<file path="src/rtl/memoria_pkg.sv">
// Shared widths, depth and controller state encoding for the accumulator word store.
package memoria_pkg;

  localparam int DATA_W = 16;
  localparam int ADDR_W = 5;
  localparam int DEPTH  = 2 ** ADDR_W;
  localparam logic [ADDR_W-1:0] LAST_ADDR = ADDR_W'(DEPTH - 1);

  typedef enum logic {
    ST_CLEAR = 1'b0,
    ST_IDLE  = 1'b1
  } state_t;

endpackage

</file>
<file path="src/rtl/ram_32x16.sv">
// Single-port synchronous word store; registered read-before-write output, 1-cycle read latency.
// No backpressure: every enabled access completes on the edge it is sampled.
module ram_32x16
  import memoria_pkg::*;
#(
  parameter int DATA_W_P = DATA_W,
  parameter int ADDR_W_P = ADDR_W
) (
  input  logic                clk,
  input  logic                we,
  input  logic                re,
  input  logic [ADDR_W_P-1:0] addr,
  input  logic [DATA_W_P-1:0] wdata,
  output logic [DATA_W_P-1:0] rdata
);

  logic [DATA_W_P-1:0] mem [2**ADDR_W_P];

  // Contents are deliberately unreset; the controller's sweep zeroes them.
  always_ff @(posedge clk) begin
    if (re) rdata <= mem[addr];
    if (we) mem[addr] <= wdata;
  end

endmodule

</file>
<file path="src/rtl/memoria_ctrl.sv">
// Word store controller: engine port (1-cycle reads, never stalls), host req/ack port, zeroing sweep.
// Host yields to engine and clear; engine accesses during a sweep are dropped and flagged.
module memoria_ctrl
  import memoria_pkg::*;
(
  input  logic              Clock,
  input  logic              Reset,
  input  logic              ReadEnable,
  input  logic              WriteEnable,
  input  logic [ADDR_W-1:0] Address,
  input  logic [DATA_W-1:0] DataIN,
  output logic [DATA_W-1:0] DataOut,
  input  logic              HostRead,
  input  logic              HostWrite,
  input  logic [ADDR_W-1:0] HostAddr,
  input  logic [DATA_W-1:0] HostWData,
  output logic [DATA_W-1:0] HostRData,
  output logic              HostAck,
  input  logic              ClearReq,
  output logic              Busy,
  output logic              Collision
);

  state_t              state;
  logic [ADDR_W-1:0]   cnt;
  logic                busy_q, coll_q, ack_q, eng_rd_q, host_rd_q;
  logic [DATA_W-1:0]   dout_q, hrd_q;

  logic                ram_we, ram_re;
  logic [ADDR_W-1:0]   ram_addr;
  logic [DATA_W-1:0]   ram_wdata, ram_rdata;
  logic                eng_acc, host_acc, host_rd_acc;

  assign eng_acc     = ReadEnable | WriteEnable;
  assign host_acc    = (state == ST_IDLE) && !eng_acc && !ClearReq && (HostRead || HostWrite);
  assign host_rd_acc = host_acc && !HostWrite;

  always_comb begin
    ram_we    = 1'b0;
    ram_re    = 1'b0;
    ram_addr  = '0;
    ram_wdata = '0;
    if (state == ST_CLEAR) begin
      ram_we   = 1'b1;
      ram_addr = cnt;
    end else if (eng_acc) begin
      ram_we    = WriteEnable;
      ram_re    = ReadEnable;
      ram_addr  = Address;
      ram_wdata = DataIN;
    end else if (host_acc) begin
      ram_we    = HostWrite;
      ram_re    = !HostWrite;
      ram_addr  = HostAddr;
      ram_wdata = HostWData;
    end
  end

  ram_32x16 #(.DATA_W_P(DATA_W), .ADDR_W_P(ADDR_W)) u_ram (
    .clk   (Clock),
    .we    (ram_we),
    .re    (ram_re),
    .addr  (ram_addr),
    .wdata (ram_wdata),
    .rdata (ram_rdata)
  );

  always_ff @(posedge Clock or negedge Reset) begin
    if (!Reset) begin
      state     <= ST_CLEAR;
      cnt       <= '0;
      busy_q    <= 1'b1;
      coll_q    <= 1'b0;
      ack_q     <= 1'b0;
      eng_rd_q  <= 1'b0;
      host_rd_q <= 1'b0;
      dout_q    <= '0;
      hrd_q     <= '0;
    end else begin
      // The RAM output is shared; latch it into whichever port read it last cycle.
      if (eng_rd_q)  dout_q <= ram_rdata;
      if (host_rd_q) hrd_q  <= ram_rdata;
      if (state == ST_CLEAR) begin
        eng_rd_q  <= 1'b0;
        ack_q     <= 1'b0;
        host_rd_q <= 1'b0;
        if (eng_acc) coll_q <= 1'b1;
        if (cnt == LAST_ADDR) begin
          state  <= ST_IDLE;
          busy_q <= 1'b0;
          cnt    <= '0;
        end else begin
          cnt <= cnt + 1'b1;
        end
      end else begin
        eng_rd_q  <= ReadEnable;
        ack_q     <= host_acc;
        host_rd_q <= host_rd_acc;
        if (ClearReq) begin
          state  <= ST_CLEAR;
          busy_q <= 1'b1;
          cnt    <= '0;
        end
      end
    end
  end

  assign DataOut   = eng_rd_q  ? ram_rdata : dout_q;
  assign HostRData = host_rd_q ? ram_rdata : hrd_q;
  assign HostAck   = ack_q;
  assign Busy      = busy_q;
  assign Collision = coll_q;

endmodule

</file>
<file path="config.mk">
export PLATFORM = sky130hd
export DESIGN_NAME = memoria_ctrl
export DESIGN_NICKNAME = d
export VERILOG_FILES = /design/src/rtl/memoria_pkg.sv /design/src/rtl/ram_32x16.sv /design/src/rtl/memoria_ctrl.sv
export SDC_FILE = /design/constraint.sdc
export NUM_CORES = 1
export LEC_CHECK = 0
export BUFFER_PORTS_ARGS = -buffer_cell sky130_fd_sc_hd__buf_4
export CORE_AREA = 2 2 203 205
export CTS_BUF_LIST = sky130_fd_sc_hd__clkbuf_4 sky130_fd_sc_hd__clkbuf_8
export DETAILED_ROUTE_END_ITERATION = 8
export DIE_AREA = 0 0 205 207
export PLACE_DENSITY_LB_ADDON = 0.12
export SLEW_MARGIN = 20
export SYNTH_ARGS = -nofsm -noshare
export SYNTH_HDL_FRONTEND = slang
export SYNTH_SLANG_ARGS = --single-unit
</file>
<file path="constraint.sdc">
create_clock -name Clock -period 4.05 [get_ports Clock]
set_clock_uncertainty 0.05 [all_clocks]
set_input_delay 0.2025 -clock Clock [delete_from_list [all_inputs] [get_ports Clock]]
set_output_delay 0.2025 -clock Clock [all_outputs]
set_load 0.01 [all_outputs]
</file>
======== After elaboration in Yosys (flattened, before gate mapping) ========
Memories as Yosys holds them, arrays and structs flattened. A register that Yosys moved wholly into a read port is not among the register bits.
Cells that the tools add are included.
operators by class
  $add $sub $neg .......................... 1
  shift operators ......................... 0
  reductions and logical operators ........ 11
  equal/unequal tests ..................... 2
  muxes and demuxes ....................... 28
  $mul .................................... 0
  $lt $le $gt $ge ......................... 0
  divide/modulo/power cells ............... 0
  bitwise gates (word level) .............. 2
operator list
  cell                 number
  $mux 16              5
  $mux 5               6
  $mux 1               17
  $add 5x1->5 const B  1
  $eq 5x5->1 const B   1
  $logic_and 1x1->1    4
  $reduce_and 2->1     2
  $logic_not 1->1      3
  $ne 2x2->1 const B   1
  $reduce_bool 2->1    1
  $logic_or 1x1->1     1
  $not 1->1            1
  $or 1x1->1           1
word-level totals
  memories ................................ 1
  register bits ........................... 43
  ROM bits ................................ 0
  output and inout bits ................... 35
  word-level logic and storage cells ...... 54
  latch bits .............................. 0
  bits of input ports ..................... 49
  RAM bits ................................ 512
memories
  memory     depth  width  rd ports  clocked after memory_dff  write ports  line             source
  u_ram.mem  32     16     1         1                         1            ram_32x16.sv:17  logic [DATA_W_P-1:0] mem [2**ADDR_W_P];

======== Logic depth before layout (Yosys ltp) ========
  word-level depth ........................ 10
  depth in mapped cells ................... 12
  mapped depth without buffers ............ 7

======== Modules after synthesis ========
A second synthesis with hierarchy kept.
unflattened totals
  cells, all modules ...................... 1244
  area, all modules ....................... 22200.0 µm²
by module, submodules not included
  module        cells an instance  area each (µm²)  sequential area each (µm²)  times used
  ram_32x16     1086               20209.4          15855.2                     1
  memoria_ctrl  158                1990.7           1077.3                      1

======== Worst setup path before layout ========
OpenSTA, ideal clock, no wires.
  kind .................................... input-to-reg
  from .................................... in WriteEnable
  to ...................................... mem u_ram.mem[10][0] (netlist name) (enable)
  stages on the path ...................... 9
  required time ........................... 3612 ps
  data arrival time ....................... 2546 ps
  setup time .............................. 388 ps
  path slack .............................. 1065 ps
  path buffers ............................ 4
  path through ............................ or2_1 > buf_2 > nor4b_1 > o22a_1 > buf_2 > buf_4 > buf_2 > nand3_1 > nor2_1
on the way
  longest elaborated chain between the ends .. 10
  elaborated cells on any way between the ends .. 13
  classes of those cells .................. 8 x mux; 1 x bitwise; 4 x reduce/logical
ends and longest elaborated chain
  element                          line                source
  start, declared                  memoria_ctrl.sv:9   input logic WriteEnable,
  $or 1x1->1                       memoria_ctrl.sv:34  assign eng_acc = ReadEnable | WriteEnable;
  $logic_not 1->1                  memoria_ctrl.sv:35  assign host_acc = (state == ST_IDLE) && !eng_acc && !ClearReq && (HostRead || HostWrite);
  $logic_and 1x1->1 (3 in series)  memoria_ctrl.sv:35
  $mux 1                           memoria_ctrl.sv:51  end else if (host_acc) begin
  $mux 1                           memoria_ctrl.sv:46  end else if (eng_acc) begin
  $mux 1                           memoria_ctrl.sv:43  if (state == ST_CLEAR) begin
  $mux 1                           ram_32x16.sv:22     if (we) mem[addr] <= wdata;
  $mux 1 (not written as such)     ram_32x16.sv:22
  end, declared                    ram_32x16.sv:17
Parallel ways exist; a longest one is shown, timed or not.

======== Worst setup path after layout ========
  from .................................... in ReadEnable
  to ...................................... reg u_ram.rdata[11] (read register of u_ram.mem) (data pin)
on the way
  longest elaborated chain between the ends .. 8
  elaborated cells on any way between the ends .. 11
  classes of those cells .................. 6 x mux; 1 x bitwise; 4 x reduce/logical
ends and longest elaborated chain
  element                                  line                source
  start, declared                          memoria_ctrl.sv:8   input logic ReadEnable,
  $or 1x1->1                               memoria_ctrl.sv:34
  $logic_not 1->1                          memoria_ctrl.sv:35
  $logic_and 1x1->1 (3 in series)          memoria_ctrl.sv:35
  $mux 5 / $mux 1 (equally long branches)  memoria_ctrl.sv:51
  $mux 5 / $mux 1 (equally long branches)  memoria_ctrl.sv:46
  $mux 5 / $mux 1 (equally long branches)  memoria_ctrl.sv:43
  end, declared                            ram_32x16.sv:14     output logic [DATA_W_P-1:0] rdata
Parallel ways exist; a longest one is shown, timed or not.
A chain may end at the register's enable or synchronous reset.

==> results by stage <==
Outcome:
- The flow ran to the end, and the final reports show no timing, DRC or antenna violations.

Clock tree:
- The CTS clock-pin slew for the worst setup and hold paths is 0.06 ns.
- The count of hold-fix buffers inserted at cts is 5.
- The sink count of the clock tree is 571.
- Once the clock tree was built, the setup fixing pass inserted 0 buffers.
- Clock tree synthesis selected as its root buffer the cell sky130_fd_sc_hd__clkbuf_8.
- The number of H-tree branching levels is 3.
- TritonCTS built the clock tree.
- The total of cells resized after clock tree synthesis is 0.
- At the later pin of the worst-skew pair, clock insertion delay measures 0.66 ns.
- The longest clock path from root to sink contains 3 buffers.
- The clock buffer count from CTS is 90.

Die:
- The chip width is 205 um.
- The total number of placement rows is 74.
- The overall die area is 42400 sq um.
- The vertical die dimension is 207 um.
- The region available for standard cell placement spans 40400 sq um.
- 84 I/O pins were placed.
- The starting utilization of the core area is 0.541.

Pwr:
- The leakage power figure is 8.61 nW.
- The combinational share of power is 0.324.
- The maximum vdd ir drop is 330 uV.
- The switching power share of the total is 0.314.
- The design internal power is 0.0128 W.
- The post-route total power is 0.0187 W.
- The clock share of power is 0.257.
- The sequential share of power is 0.419.
- For this design the ratio of total power to cell area is 739 nW/um^2.
- The switching power is 0.00587 W.

STA:
- The maximum frequency from static timing analysis is 0.288 GHz.
- Measured against its own limit, the worst slew margin works out to 0.367.
- The period utilization is 0.857.
- The number of endpoints with negative hold slack in the final report is 0.
- Setup repair after global routing left no endpoint under its margin.
- The tightest hold margin is 0.0591 ns.
- The slew of the pin with the lowest slew margin is 0.944 ns.
- The final period demand of the worst path is 3.47 ns.
- The total count of max-transition violations in the final report came to 0.
- The final number of setup-violating endpoints is 0.
- In the final timing run, aggregate negative setup slack is 0 ns.

Critical path:
- Data on the critical path arrives at its endpoint at 3.73 ns.
- The critical path goes through dlygate4sd3_1, buf_4, or2_1, nor4b_1, o22a_4, buf_12, mux4_2, a22oi_1, nand4_1.
- The combined buffer and inverter count along the critical path is 3.
- The critical path's largest stage delay is 0.71 ns.
- STA classifies the critical path startpoint as a primary input.
- The required time of the critical path is 4.31 ns.
- Among all stages on the critical path, the largest delay is contributed by sky130_fd_sc_hd__a22oi_1.
- The type of the worst setup path is in -> reg.
- The worst-path maximum fanout is 31.
- The category of the worst setup path capture point is a flop.
- In this design, the largest share of critical-path delay is due to compound AO/OA/AOI/OAI gates.

Place:
- During placement, the flow inserted port buffers numbering 83.
- The HPWL reported at the end of detailed placement is 30400 um.
- At the end of routability-driven placement, the weighted congestion stood at 0.836.

Routing:
- After detailed routing, the average wire length per cell comes to 28.3 um.
- The wire length on met2 is 23700 um.
- The vias per cell is 6.09.
- The detailed router finished its first iteration with 1410 violations.
- The final routed wirelength across all metal layers is 51100 um.
- The highest metal layer carrying signal wires in the routed design is met5.
- The met3 routed wirelength is 4780 um.
- In the final routing, the length of wire on met1 measures 21400 um.
- The count of TritonRoute iterations in the first routing pass is 7.
- The count of antenna-violating nets left after detailed routing is 0.
- The via count is 11000.
- The residual DRC count is 0.

Finish:
- The top cell types in the final layout, fill and taps aside, are 528 x sky130_fd_sc_hd__edfxtp_1, 151 x sky130_fd_sc_hd__buf_4, 124 x sky130_fd_sc_hd__mux4_2.
- In the final design database the tool counted 1255 nets.
- Of the cells placed in the final design, the portion with a size suffix greater than 1 is 0.376.
- The number of antenna diodes in the final layout is 0.
- The area growth from synthesis to layout is 16.0%.
- The commonest non-fill, non-tap cell in the layout is sky130_fd_sc_hd__edfxtp_1.
- At the end of the flow the core is filled with cells to 0.627.

Flow run:
- Max-cap violations in this run came to 0.

Yosys:
- The register bit count reported by yosys is 571.
- The prevailing post-synth register cell is sky130_fd_sc_hd__edfxtp_1.
- In the synthesized netlist the async set-or-reset flop fraction comes to 0.0753.
- The number of warnings printed during yosys synthesis is 0.
- Synthesis produced a netlist with a net count of 1057.
- The distinct cell type count after synthesis is 44.
- The synthesized area divided by synthesized cell count is 21.7 sq um.
- The register area share after synthesis is 0.776.
- The number of enable flip-flop cells after synthesis is 528.
- The area of the mapped netlist is 21800 sq um.
- The count of mapped cells out of synthesis is 1006.

Global routing:
- The first global-routing pass estimated 73700 um of wire.
- The initial antenna violation count is 1.
- The overflow left after global routing is 0.
- Entering global routing, the biggest net connects 55 pins.
- The number of global-route vias before repair is 10900.
- Across every metal layer, demand over resource in global routing totals 0.245.

Hold path:
- The worst hold path belongs to the class in -> async.
==> path summary, 6_finish.rpt <==
| path | end | startpoint | cells past startpoint | slack, ns |
|---|---|---|---|---|
| hold / removal | hrd_q[2]$_DFF_PN0_ | Reset | 2 | 0.06 |
| max in group asynchronous | dout_q[10]$_DFF_PN0_ | Reset | 2 | 3.51 |
| setup reg to reg | u_ram.rdata[10]$_DFFE_PP_ | state$_DFF_PN0_ | 8 | 0.82 |
| hold reg to reg | Collision$_DFFE_PN0P_ | Collision$_DFFE_PN0P_ | 1 | 0.42 |
| setup / recovery | u_ram.rdata[11]$_DFFE_PP_ | ReadEnable | 9 | 0.58 |
| min in group Clock | Collision$_DFFE_PN0P_ | WriteEnable | 4 | 0.19 |
==> metrics by stage <==
stage               instances  instance area [sq um]  setup slack [ns]
floorplan                1006                  21800              1.07
global placement         1639                  23500             0.433
detailed placement       1639                  23500             0.403
CTS                      1806                  25300             0.554
global route             1806                  25300             0.419
finish                   1806                  25300             0.580
==> registers in the layout, indices dropped and copies added (netlist names) <==
signal / cells
Busy: 1
Collision: 1
HostAck: 1
cnt: 5
dout_q: 16
eng_rd_q: 1
host_rd_q: 1
hrd_q: 16
state: 1
u_ram.mem: 512
u_ram.rdata: 16
==> per-layer routing <==
metal | track usage | vias to the layer above
li1 | - | 4649
met1 | 0.367 | 5760
met2 | 0.365 | 527
met3 | 0.0537 | 68
met4 | 0.0786 | 2
met5 | 0 | -
==> power by group through the flow <==
stage | sequential (W) | combinational (W) | clock [W]
2_1_floorplan | 0.00786 | 0.00400 | 0
3_3_place_gp | 0.00792 | 0.00611 | 0
3_5_place_dp | 0.00796 | 0.00611 | 0
4_1_cts | 0.00784 | 0.00615 | 0.00491
5_1_grt | 0.00790 | 0.00644 | 0.00517
6_report | 0.00784 | 0.00606 | 0.00481
==> cell usage after synthesis, types with 2 or more instances <==
cell type | instances | area share
sky130_fd_sc_hd__o22ai_1 | 8 | 0.0023
sky130_fd_sc_hd__mux2_2 | 33 | 0.017
sky130_fd_sc_hd__or3_1 | 2 | 0.00057
sky130_fd_sc_hd__nand2_1 | 2 | 0.00034
sky130_fd_sc_hd__nand3b_1 | 2 | 0.00069
sky130_fd_sc_hd__a22oi_1 | 75 | 0.026
sky130_fd_sc_hd__a22o_1 | 5 | 0.0020
sky130_fd_sc_hd__nor4b_1 | 3 | 0.0012
sky130_fd_sc_hd__nor2_1 | 54 | 0.0093
sky130_fd_sc_hd__o21ai_0 | 2 | 0.00046
sky130_fd_sc_hd__nand2b_1 | 2 | 0.00057
sky130_fd_sc_hd__buf_2 | 24 | 0.0055
sky130_fd_sc_hd__buf_4 | 2 | 0.00069
sky130_fd_sc_hd__and3_1 | 5 | 0.0014
sky130_fd_sc_hd__nor3_2 | 4 | 0.0018
sky130_fd_sc_hd__dfrtp_1 | 42 | 0.048
sky130_fd_sc_hd__buf_6 | 6 | 0.0031
sky130_fd_sc_hd__clkbuf_1 | 20 | 0.0034
sky130_fd_sc_hd__inv_1 | 2 | 0.00034
sky130_fd_sc_hd__nor3_1 | 3 | 0.00069
sky130_fd_sc_hd__nand3_1 | 7 | 0.0016
sky130_fd_sc_hd__ha_1 | 2 | 0.0011
sky130_fd_sc_hd__nand4_1 | 15 | 0.0043
sky130_fd_sc_hd__buf_1 | 3 | 0.00052
sky130_fd_sc_hd__o22a_1 | 2 | 0.00080
sky130_fd_sc_hd__o21ai_1 | 2 | 0.00046
sky130_fd_sc_hd__mux2i_1 | 8 | 0.0037
sky130_fd_sc_hd__a21o_1 | 5 | 0.0017
sky130_fd_sc_hd__mux4_2 | 124 | 0.13
sky130_fd_sc_hd__edfxtp_1 | 528 | 0.73
==> layout make-up <==
type,count,area [sq um]
fill,2774,15000
inverter,2,7.51
timing repair buffer,161,1280
clock inverter,43,299
tap,532,666
clock buffer,119,1480
sequential,571,16900
multi-input combinational,378,4660
==> cells by family (layout without fill, tap and decap cells) <==
| group | Yosys count | in the layout | synth area share |
|---|---|---|---|
| AO/OA/AOI/OAI | 105 | 105 | 0.0358 |
| adder cells (fa/ha/maj) | 2 | 2 | 0.00115 |
| buffers and inverters | 57 | 325 | 0.0136 |
| XOR/XNOR | 2 | 2 | 0.000803 |
| flip-flops | 571 | 571 | 0.776 |
| AND/OR/NAND/NOR | 104 | 104 | 0.0244 |
| multiplexers | 165 | 165 | 0.149 |
No activity file was read; power rests on OpenSTA's default activity.
